===== src/rtl/sbinit_pkg.sv =====
// Shared types and default constants for the SBINIT sideband init-pattern engine.
package sbinit_pkg;

  typedef enum logic [2:0] {
    IDLE,
    SEND_BURST,
    SEND_GAP,
    DRAIN_BURST,
    DRAIN_GAP,
    DONE,
    TIMEOUT
  } sbinit_state_t;

  localparam int BURST_UI       = 64;
  localparam int GAP_UI         = 32;
  localparam int DETECT_ITER    = 2;
  localparam int EXTRA_ITER     = 4;
  localparam int TIMEOUT_CYCLES = 6400000;

  // Bits needed to hold values 0..max_val (at least one bit).
  function automatic int cnt_w(input int max_val);
    return (max_val < 1) ? 1 : $clog2(max_val + 1);
  endfunction

endpackage


===== src/rtl/sbinit_pattern_fsm_if.sv =====
// Sideband SBINIT pin and status bundle between the LTSM side and the pattern engine.
interface sbinit_pattern_fsm_if;
  logic enable_i;
  logic SB_clkPin_RX_i;
  logic SB_dataPin_RX_i;
  logic SB_clkPin_TX_o;
  logic SB_dataPin_TX_o;
  logic pattern_detected_o;
  logic done_o;
  logic error_o;

  modport master (
    output enable_i, SB_clkPin_RX_i, SB_dataPin_RX_i,
    input  SB_clkPin_TX_o, SB_dataPin_TX_o, pattern_detected_o, done_o, error_o
  );

  modport slave (
    input  enable_i, SB_clkPin_RX_i, SB_dataPin_RX_i,
    output SB_clkPin_TX_o, SB_dataPin_TX_o, pattern_detected_o, done_o, error_o
  );
endinterface


===== src/rtl/sbinit_pattern_fsm_detector.sv =====
// RX matcher: counts consecutive well-formed bursts (exact length, alternating data starting at 1).
module sb_pattern_detector #(
  parameter int BURST_UI    = sbinit_pkg::BURST_UI,
  parameter int DETECT_ITER = sbinit_pkg::DETECT_ITER
) (
  input  logic clk,
  input  logic reset_n,
  input  logic clear,
  input  logic clk_i,
  input  logic data_i,
  output logic detected
);
  import sbinit_pkg::*;

  localparam int RUN_W   = cnt_w(BURST_UI);
  localparam int MATCH_W = cnt_w(DETECT_ITER);

  logic [RUN_W-1:0]   run_reg, run_next;
  logic               bad_reg, bad_next;
  logic [MATCH_W-1:0] match_reg, match_next;
  logic               det_next;

  always_comb begin
    run_next   = run_reg;
    bad_next   = bad_reg;
    match_next = match_reg;
    det_next   = detected;
    if (clear) begin
      run_next   = '0;
      bad_next   = 1'b0;
      match_next = '0;
      det_next   = 1'b0;
    end else if (clk_i) begin
      // Run length saturates at BURST_UI; any further high cycle marks the burst too long.
      if (run_reg < RUN_W'(BURST_UI)) begin
        if (data_i != ~run_reg[0])
          bad_next = 1'b1;
        run_next = run_reg + 1'b1;
      end else begin
        bad_next = 1'b1;
      end
    end else if (run_reg != '0) begin
      run_next = '0;
      bad_next = 1'b0;
      if (!bad_reg && run_reg == RUN_W'(BURST_UI)) begin
        if (match_reg != MATCH_W'(DETECT_ITER))
          match_next = match_reg + 1'b1;
        if (match_reg >= MATCH_W'(DETECT_ITER - 1))
          det_next = 1'b1;
      end else begin
        match_next = '0;
      end
    end
  end

  always_ff @(posedge clk or negedge reset_n) begin
    if (!reset_n) begin
      run_reg   <= '0;
      bad_reg   <= 1'b0;
      match_reg <= '0;
      detected  <= 1'b0;
    end else begin
      run_reg   <= run_next;
      bad_reg   <= bad_next;
      match_reg <= match_next;
      detected  <= det_next;
    end
  end

endmodule


===== src/rtl/sbinit_pattern_fsm.sv =====
// SBINIT sub-state engine: TX burst/gap pattern, drain iterations after detect, done/timeout.
// Optional timeout logic is enabled by defining SBINIT_TIMEOUT_EN.
module sbinit_pattern_fsm #(
  parameter int BURST_UI       = sbinit_pkg::BURST_UI,
  parameter int GAP_UI         = sbinit_pkg::GAP_UI,
  parameter int DETECT_ITER    = sbinit_pkg::DETECT_ITER,
`ifdef SBINIT_TIMEOUT_EN
  parameter int TIMEOUT_CYCLES = sbinit_pkg::TIMEOUT_CYCLES,
`endif
  parameter int EXTRA_ITER     = sbinit_pkg::EXTRA_ITER
) (
  input logic                 clk_800MHz,
  input logic                 reset_n,
  sbinit_pattern_fsm_if.slave sb
);
  import sbinit_pkg::*;

  localparam int UI_W   = cnt_w(((BURST_UI > GAP_UI) ? BURST_UI : GAP_UI) - 1);
  localparam int ITER_W = cnt_w(EXTRA_ITER - 1);
  localparam logic [UI_W-1:0]   BURST_LAST = UI_W'(BURST_UI - 1);
  localparam logic [UI_W-1:0]   GAP_LAST   = UI_W'(GAP_UI - 1);
  localparam logic [ITER_W-1:0] ITER_LAST  = ITER_W'(EXTRA_ITER - 1);

  sbinit_state_t     state_reg, state_next;
  logic [UI_W-1:0]   ui_reg, ui_next;
  logic [ITER_W-1:0] iter_reg, iter_next;
  logic              detected;
  logic              det_clear;
  logic              burst_next;
  logic              clk_tx_reg, data_tx_reg, done_reg;

  assign det_clear = !sb.enable_i || (state_reg == IDLE);

  sb_pattern_detector #(
    .BURST_UI    (BURST_UI),
    .DETECT_ITER (DETECT_ITER)
  ) u_detector (
    .clk      (clk_800MHz),
    .reset_n  (reset_n),
    .clear    (det_clear),
    .clk_i    (sb.SB_clkPin_RX_i),
    .data_i   (sb.SB_dataPin_RX_i),
    .detected (detected)
  );

`ifdef SBINIT_TIMEOUT_EN
  localparam int TO_W = cnt_w(TIMEOUT_CYCLES - 1);
  localparam logic [TO_W-1:0] TO_LAST = TO_W'(TIMEOUT_CYCLES - 1);

  logic [TO_W-1:0] to_reg, to_next;
  logic            active, to_hit, error_reg;

  assign active = (state_reg == SEND_BURST) || (state_reg == SEND_GAP) ||
                  (state_reg == DRAIN_BURST) || (state_reg == DRAIN_GAP);
  assign to_hit = (to_reg == TO_LAST);

  always_comb begin
    to_next = to_reg;
    if (!sb.enable_i || state_reg == IDLE)
      to_next = '0;
    else if (active && !to_hit)
      to_next = to_reg + 1'b1;
  end

  always_ff @(posedge clk_800MHz or negedge reset_n) begin
    if (!reset_n) begin
      to_reg    <= '0;
      error_reg <= 1'b0;
    end else begin
      to_reg    <= to_next;
      error_reg <= (state_next == TIMEOUT);
    end
  end

  assign sb.error_o = error_reg;
`else
  assign sb.error_o = 1'b0;
`endif

  always_comb begin
    state_next = state_reg;
    ui_next    = ui_reg;
    iter_next  = iter_reg;
    if (!sb.enable_i) begin
      state_next = IDLE;
      ui_next    = '0;
      iter_next  = '0;
    end else begin
      unique case (state_reg)
        IDLE: begin
          state_next = SEND_BURST;
          ui_next    = '0;
          iter_next  = '0;
        end
        SEND_BURST, DRAIN_BURST: begin
          if (ui_reg == BURST_LAST) begin
            ui_next = '0;
            if (state_reg == SEND_BURST) state_next = SEND_GAP;
            else                         state_next = DRAIN_GAP;
          end else begin
            ui_next = ui_reg + 1'b1;
          end
        end
        SEND_GAP: begin
          // Detect is only acted on at an iteration boundary, so no iteration is truncated.
          if (ui_reg == GAP_LAST) begin
            ui_next   = '0;
            iter_next = '0;
            if (detected) state_next = DRAIN_BURST;
            else          state_next = SEND_BURST;
          end else begin
            ui_next = ui_reg + 1'b1;
          end
        end
        DRAIN_GAP: begin
          if (ui_reg == GAP_LAST) begin
            ui_next = '0;
            if (iter_reg == ITER_LAST) begin
              state_next = DONE;
            end else begin
              state_next = DRAIN_BURST;
              iter_next  = iter_reg + 1'b1;
            end
          end else begin
            ui_next = ui_reg + 1'b1;
          end
        end
        default: ;
      endcase
`ifdef SBINIT_TIMEOUT_EN
      if (active && to_hit && state_next != DONE)
        state_next = TIMEOUT;
`endif
    end
  end

  assign burst_next = (state_next == SEND_BURST) || (state_next == DRAIN_BURST);

  always_ff @(posedge clk_800MHz or negedge reset_n) begin
    if (!reset_n) begin
      state_reg   <= IDLE;
      ui_reg      <= '0;
      iter_reg    <= '0;
      clk_tx_reg  <= 1'b0;
      data_tx_reg <= 1'b0;
      done_reg    <= 1'b0;
    end else begin
      state_reg   <= state_next;
      ui_reg      <= ui_next;
      iter_reg    <= iter_next;
      clk_tx_reg  <= burst_next;
      data_tx_reg <= burst_next & ~ui_next[0];
      done_reg    <= (state_next == DONE);
    end
  end

  assign sb.SB_clkPin_TX_o     = clk_tx_reg;
  assign sb.SB_dataPin_TX_o    = data_tx_reg;
  assign sb.pattern_detected_o = detected;
  assign sb.done_o             = done_reg;

endmodule

===== src/flat_wrapper.sv =====
// flat-port wrapper written by rule: the top's interface ports become plain ports
module sbinit_pattern_fsm_flat import sbinit_pkg::*;
#(
  parameter int BURST_UI       = sbinit_pkg::BURST_UI,
  parameter int GAP_UI         = sbinit_pkg::GAP_UI,
  parameter int DETECT_ITER    = sbinit_pkg::DETECT_ITER,

  parameter int EXTRA_ITER     = sbinit_pkg::EXTRA_ITER
)
  (clk_800MHz, reset_n, sb_enable_i, sb_SB_clkPin_RX_i, sb_SB_dataPin_RX_i, sb_SB_clkPin_TX_o, sb_SB_dataPin_TX_o, sb_pattern_detected_o, sb_done_o, sb_error_o);
  sbinit_pattern_fsm_if sb_i ();
  input logic clk_800MHz;
  input logic reset_n;
  input wire logic [$bits(sb_i.enable_i)-1:0] sb_enable_i;
  input wire logic [$bits(sb_i.SB_clkPin_RX_i)-1:0] sb_SB_clkPin_RX_i;
  input wire logic [$bits(sb_i.SB_dataPin_RX_i)-1:0] sb_SB_dataPin_RX_i;
  output wire logic [$bits(sb_i.SB_clkPin_TX_o)-1:0] sb_SB_clkPin_TX_o;
  output wire logic [$bits(sb_i.SB_dataPin_TX_o)-1:0] sb_SB_dataPin_TX_o;
  output wire logic [$bits(sb_i.pattern_detected_o)-1:0] sb_pattern_detected_o;
  output wire logic [$bits(sb_i.done_o)-1:0] sb_done_o;
  output wire logic [$bits(sb_i.error_o)-1:0] sb_error_o;
  assign sb_i.enable_i = sb_enable_i;
  assign sb_i.SB_clkPin_RX_i = sb_SB_clkPin_RX_i;
  assign sb_i.SB_dataPin_RX_i = sb_SB_dataPin_RX_i;
  assign sb_SB_clkPin_TX_o = sb_i.SB_clkPin_TX_o;
  assign sb_SB_dataPin_TX_o = sb_i.SB_dataPin_TX_o;
  assign sb_pattern_detected_o = sb_i.pattern_detected_o;
  assign sb_done_o = sb_i.done_o;
  assign sb_error_o = sb_i.error_o;
  sbinit_pattern_fsm #(.BURST_UI(BURST_UI), .GAP_UI(GAP_UI), .DETECT_ITER(DETECT_ITER), .EXTRA_ITER(EXTRA_ITER)) u_core (.clk_800MHz(clk_800MHz), .reset_n(reset_n), .sb(sb_i));
endmodule

===== config.mk =====
export PLATFORM = sky130hd
export DESIGN_NAME = sbinit_pattern_fsm_flat
export DESIGN_NICKNAME = d
export VERILOG_FILES = /design/src/rtl/sbinit_pkg.sv /design/src/rtl/sbinit_pattern_fsm_if.sv /design/src/rtl/sbinit_pattern_fsm_detector.sv /design/src/rtl/sbinit_pattern_fsm.sv /design/src/flat_wrapper.sv
export SDC_FILE = /design/constraint.sdc
export NUM_CORES = 1
export LEC_CHECK = 0
export CAP_MARGIN = 20
export CORE_ASPECT_RATIO = 1.4
export CORE_MARGIN = 8
export CORE_UTILIZATION = 53
export CTS_BUF_LIST = sky130_fd_sc_hd__clkbuf_16
export DETAILED_ROUTE_END_ITERATION = 8
export PLACE_DENSITY = 0.73
export SLEW_MARGIN = 5
export SYNTH_ARGS = -nofsm -noshare
export SYNTH_HDL_FRONTEND = slang
export SYNTH_HIERARCHICAL = 1
export SYNTH_SLANG_ARGS = --single-unit

===== constraint.sdc =====
create_clock -name clk_800MHz -period 2.45 [get_ports clk_800MHz]
set_input_delay 0.49 -clock clk_800MHz [delete_from_list [all_inputs] [get_ports clk_800MHz]]
set_output_delay 0.49 -clock clk_800MHz [all_outputs]
set_load 0.005 [all_outputs]

==> results of run 1 <==
-- metrics by stage --
step	hold slack [ps]	util
detailed placement	486	0.596
floorplan	194	-
global route	528	0.626
CTS	498	0.626
global placement	470	0.596
finish	497	0.626
-- layout by cell type (no fill, tap or decap), types with 5 or more instances in the layout --
master / n
clkdlybuf4s50_1: 8
inv_1: 15
nor2_1: 11
o21ai_1: 5
nand2_1: 8
a21oi_1: 9
ha_1: 6
o21ai_0: 5
dfrtp_1: 25
-- cells by family (layout without fill, tap and decap cells) --
group / after synthesis / after routing / share of synthesized area
muxes: 1 / 1 / 0.00672
xor gates and xnor gates: 6 / 6 / 0.0353
buffers and inverters: 22 / 28 / 0.0697
and+or+nand+nor: 53 / 53 / 0.210
adders and majority gates: 6 / 6 / 0.0504
AOI/OAI and AO/OA: 43 / 43 / 0.205
DFF: 25 / 25 / 0.420
other: 1 / 1 / 0.00252
-- layout make-up --
cell class                 count  area share
clock buffer                   3      0.0454
multi-input combinational    110       0.459
sequential                    25       0.378
tap                           36      0.0272
clock inverter                 1     0.00303
inverter                      15      0.0340
timing repair buffer           9      0.0529
-- worst max-delay path: stages, from the launching register on --
cell and delay, ps:
dfrtp_1 380, ha_1 250, nand4_1 310, o31ai_1 400, o21ai_1 220, a211oi_2 250
-- worst paths after layout --
check                      slack (ps)                        endpoint  cells after the start
setup / recovery                  560                u_core/sb.done_o                      5
hold / removal                    500              u_core/iter_reg[0]                      1
setup reg to reg                  560                u_core/sb.done_o                      5
hold reg to reg                   500              u_core/iter_reg[0]                      1
max in group asynchronous        1620  u_core/u_detector/match_reg[1]                      2
min in group asynchronous         590                u_core/ui_reg[1]                      2
-- power by group --
| part | total, uW | switching (uW) | internal (uW) |
|---|---|---|---|
| Combinational | 108 | 62.7 | 45.4 |
| Sequential | 443 | 17.7 | 426 |
| Clock | 353 | 134 | 219 |
| Total | 905 | 214 | 691 |
-- routing by layer --
layer	global-route usage	share of wire	up-vias
met3	0.0274	0.039	12
met1	0.133	0.37	570
met2	0.258	0.54	45
met4	0.105	0.044	0
li1	-	-	575
met5	0	0	-
==> run_results.csv, run 1 <==
group,metric,value,unit
setup_path,crit_fanout,7,
placed_design,dp_slack,462,ps
setup_path,start_kind,"flop",
route,first_iter_violations,47,
floorplan,die-area,4790,sq um
placed_design,hpwl,2330,um
route,wl_per_cell,15.8,um
placed_design,placed_cell_area,1570,sq um
global_routing,grt_antenna_before_repair,0,
final_layout,fill_cells,247,
final_layout,antenna_cells,0,
route,vias,1202,
clocking,post-cts-setup-buffers,0,
synth,synth_warnings,6,
timing,finalCritPeriodShare,0.773,
route,vias_per_cell,6.04,
final_layout,largest_reg_flops,7,
clocking,cts.clk_slew.worst_paths,60,ps
route,drt_wl_total,3140,um
timing,rsz0062_at_grt,"false",
synth,synth_commonest_cells,"25 x dfrtp_1, 15 x inv_1, 11 x nor2_1, 9 x a21oi_1, 8 x nand2_1",
synth,synth-seq-cells,25,
timing,fin_setup_tns,0,ps
synth,synth_flop_cell,"dfrtp_1",
clocking,hold_buffers,0,
synth,yosysMostFrequentCell,"dfrtp_1",
floorplan,start_util,0.563,
run_status,outcome,"finished clean",
floorplan,core-area,2640,sq um
clocking,root_buffer,"clkbuf_16",
min_path,worstHoldStart,"u_core/iter_reg[0]",
global_routing,grt_pass1_vias,1216,
final_layout,multiInputGateArea,759,sq um
run,cap_viol_max_count,0,
clocking,cts_tree,"yes",
synth,synth_top_area_cell,"dfrtp_1",
synth,syn_nets,168,
setup_path,critPathKind,"flop to flop",
global_routing,grt_pass1_wl,5240,um
synth,syn_area,1490,sq um
setup_path,startpoint,"u_core/ui_reg[0]",
power_and_ir_drop,p_total,905,uW
clocking,cts_sinks,25,
final_layout,fin_nets,175,
timing,finalSetupViolations,0,
setup_path,end_kind,"flop",
final_layout,seq_area,626,sq um
synth,synth-edff-count,0,
floorplan,ioPinCount,10,
floorplan,die_h,78.7,um
global_routing,grt_max_degree,26,
final_layout,drive_gt1_frac,0.123,
clocking,cts-htree-levels,1,
global_routing,grt-ovfl-total,0,
min_path,hold_path.class,"flop to flop",
synth,async_flop_share,1.00,
final_layout,area_delta_synth_final,11.1,%
clocking,cts_resized,0,
synth,yosysSeqAreaShare,0.420,
power_and_ir_drop,p_per_area,547,nW/um^2
floorplan,dieWidth,60.8,um
floorplan,rows,22,
setup_path,arrival,2060,ps
power_and_ir_drop,ir_drop,0.598,mV
synth,synth_area_leaders,"dfrtp_1 42%, ha_1 5.0%, inv_1 3.8%, a21oi_1 3.0%, nor2_1 2.8%",
route,first_pass_iters,4,
final_layout,fin_cells,199,
timing,setup_slack,556,ps
timing,hold_viol_final,0,
placed_design,portBuffers,8,
setup_path,worstPathRequired,2620,ps
setup_path,reg2reg_from,"u_core/ui_reg[0]",
route,drc_errors,0,
route,drtAntennaViolNets,0,
synth,synth_cells,157,
global_routing,track_usage,0.143,
timing,skew,1.87,ps
clocking,clock_latency,250,ps
timing,fmax,528,MHz
timing,post-route-min-period,1890,ps
synth,netlist.area_leader.share,0.420,
power_and_ir_drop,p_leak,0.000709,uW
clocking,numCtsBuffers,3,
synth,ys_types,50,
placed_design,dp.cells,195,
timing,slew_violations,0,
final_layout,final_cell_area,1650,sq um
clocking,clock_path_buffers,2,
placed_design,gp_congestion,0.930,
synth,syn_avg_cell_area,9.48,sq um
Power figures use the tool's default switching activity.
==> run 2: changes to the inputs <==
Clock period 2.45 ns to 1.9 ns, I/O delays scaled along.
==> run_results.csv, run 2 (synthesized netlist as in run 1, its figures left out) <==
group,metric,value,unit
global_routing,track_usage,0.139,
route,wl_per_cell,15.4,um
setup_path,worst-r2r-cell-count,5,
global_routing,grt-ovfl-total,0,
clocking,post-cts-setup-buffers,0,
setup_path,cpPeakStageDelay,390,ps
global_routing,grt_max_degree,26,
setup_path,end_kind,"flop",
placed_design,portBuffers,8,
placed_design,gp_congestion,0.848,
timing,post-route-min-period,1810,ps
final_layout,largest_reg_flops,7,
placed_design,dp_slack,71.8,ps
power_and_ir_drop,power_switching,274,uW
setup_path,startpoint,"u_core/ui_reg[0]",
clocking,cts_sinks,25,
min_path,hold_path.class,"input pin to async pin",
power_and_ir_drop,power_frac_seq,0.480,
timing,skew,5.24,ps
run,cap_viol_max_count,0,
timing,setup_slack,92.8,ps
placed_design,placed_cell_area,1600,sq um
final_layout,multiInputGateArea,768,sq um
route,first_iter_violations,63,
timing,slew_violations,0,
power_and_ir_drop,switching_share,0.234,
setup_path,worstPathRequired,2070,ps
power_and_ir_drop,p_leak,0.000723,uW
final_layout,final_cell_mix,"25 x dfrtp_1, 16 x inv_1, 11 x nor2_1",
global_routing,grt_pass1_wl,5160,um
setup_path,start_kind,"flop",
power_and_ir_drop,ir_drop,0.493,mV
timing,fin_setup_tns,0,ps
final_layout,seq_area,626,sq um
clocking,cts_tree,"yes",
power_and_ir_drop,power_frac_clock,0.386,
clocking,numCtsBuffers,3,
floorplan,rows,22,
setup_path,critPathKind,"flop to flop",
clocking,cts.clk_slew.worst_paths,60,ps
clocking,cts-htree-levels,1,
global_routing,grt_antenna_before_repair,0,
setup_path,critical-path-slowest-cell,"nor3_1",
power_and_ir_drop,internal_power,897,uW
timing,worst_hold_slack,480,ps
route,drc_errors,0,
final_layout,final_cell_area,1680,sq um
clocking,clock_latency,260,ps
floorplan,die_h,78.7,um
floorplan,dieWidth,60.8,um
route,first_pass_iters,5,
setup_path,reg2reg_from,"u_core/ui_reg[0]",
final_layout,fin_nets,178,
floorplan,start_util,0.563,
final_layout,antenna_cells,0,
final_layout,fill_cells,237,
setup_path,crit_chain,"ha_2, nand4_1, nor3_1, a211oi_1, nor3_1",
final_layout,area_delta_synth_final,13.1,%
final_layout,fin_cells,202,
setup_path,r2r-end,"u_core/sb.SB_dataPin_TX_o",
final_layout,drive_gt1_frac,0.145,
run_status,outcome,"finished clean",
route,vias_per_cell,5.99,
route,drt_wl_total,3100,um
setup_path,endpoint,"u_core/sb.SB_dataPin_TX_o",
timing,fmax,553,MHz
setup_path,rrSetupSlack,90,ps
floorplan,die-area,4790,sq um
clocking,clock_path_buffers,2,
setup_path,arrival,1980,ps
timing,rsz0062_at_grt,"false",
power_and_ir_drop,power_frac_comb,0.134,
final_layout,layout_commonest_cell,"dfrtp_1",
route,drtAntennaViolNets,0,
timing,finalCritPeriodShare,0.951,
global_routing,grt_pass1_vias,1193,
placed_design,dp.cells,198,
power_and_ir_drop,p_per_area,695,nW/um^2
timing,hold_viol_final,0,
clocking,root_buffer,"clkbuf_16",
floorplan,ioPinCount,10,
timing,finalSetupViolations,0,
route,vias,1209,
setup_path,crit_fanout,7,
setup_path,cpMostUsedCell,"nor3_1",
floorplan,core-area,2640,sq um
placed_design,hpwl,2370,um
run 2: changes by cell type in the layout (fill, tap and decap cells not counted), sizes merged:
| cell | previous run | this run |
|---|---|---|
| buf | 1 | 4 |
| inv | 15 | 16 |
| clkinv | 1 | 0 |
run 2: worst max-delay path, delay by kind of cell (launching register included):
kind / cells / cell delay [ps]
simple gates: 3 / 910
flops: 1 / 380
fa+ha+maj: 1 / 230
compound gates: 1 / 200
run 2: layout make-up:
class	instances	area share
Inverter	15	0.0334
Clock buffer	3	0.0446
Clock inverter	1	0.00223
Multi-Input combinational cell	110	0.456
Sequential cell	25	0.371
Timing Repair Buffer	12	0.0654
Tap cell	36	0.0267
run 2: worst min-delay path by stage:
stage,start,end,cells after the start
after floorplan,reset_n,u_core/iter_reg[0],0
after global placement,u_core/iter_reg[0],u_core/iter_reg[0],1
after detailed placement,u_core/iter_reg[0],u_core/iter_reg[0],1
after CTS,reset_n,u_core/ui_reg[3],2
after global routing,reset_n,u_core/ui_reg[3],2
final,reset_n,u_core/u_detector/run_reg[1],2
run 2: timing repair:
| item | 4_1_cts | 5_1_grt |
|---|---|---|
| hold buffers | 0 | 0 |
| gates resized for setup | 0 | 2 |
| setup endpoints to repair | 0 | 2 |
run 2: through the flow:
stage               total power [uW]  utilization
finish                          1170        0.637
CTS                             1180        0.634
global route                    1220        0.637
floorplan                        673            -
detailed placement               727        0.604
global placement                 724        0.604
run 2: power groups by stage:
stage	clock (uW)	combinational [uW]	sequential, uW
after floorplan	0	104	569
after global placement	0	152	571
after detailed placement	0	156	572
after CTS	466	157	562
after global routing	486	175	563
final	452	157	562
run 2: metal layers:
layer / part of all wire / wire length (um) / track usage / up-vias
met5: 0 / 0 / 0 / -
met4: 0.040 / 123 / 0.0867 / 0
met3: 0.035 / 109 / 0.0226 / 9
met2: 0.54 / 1670 / 0.245 / 33
met1: 0.39 / 1200 / 0.146 / 583
li1: - / - / - / 584
==> run 3: changes to the inputs <==
Settings changed: HOLD_SLACK_MARGIN set to 0.08.
==> results of run 3 <==
Same layout as run 2: the final DEF is identical, and so are final timing and power.
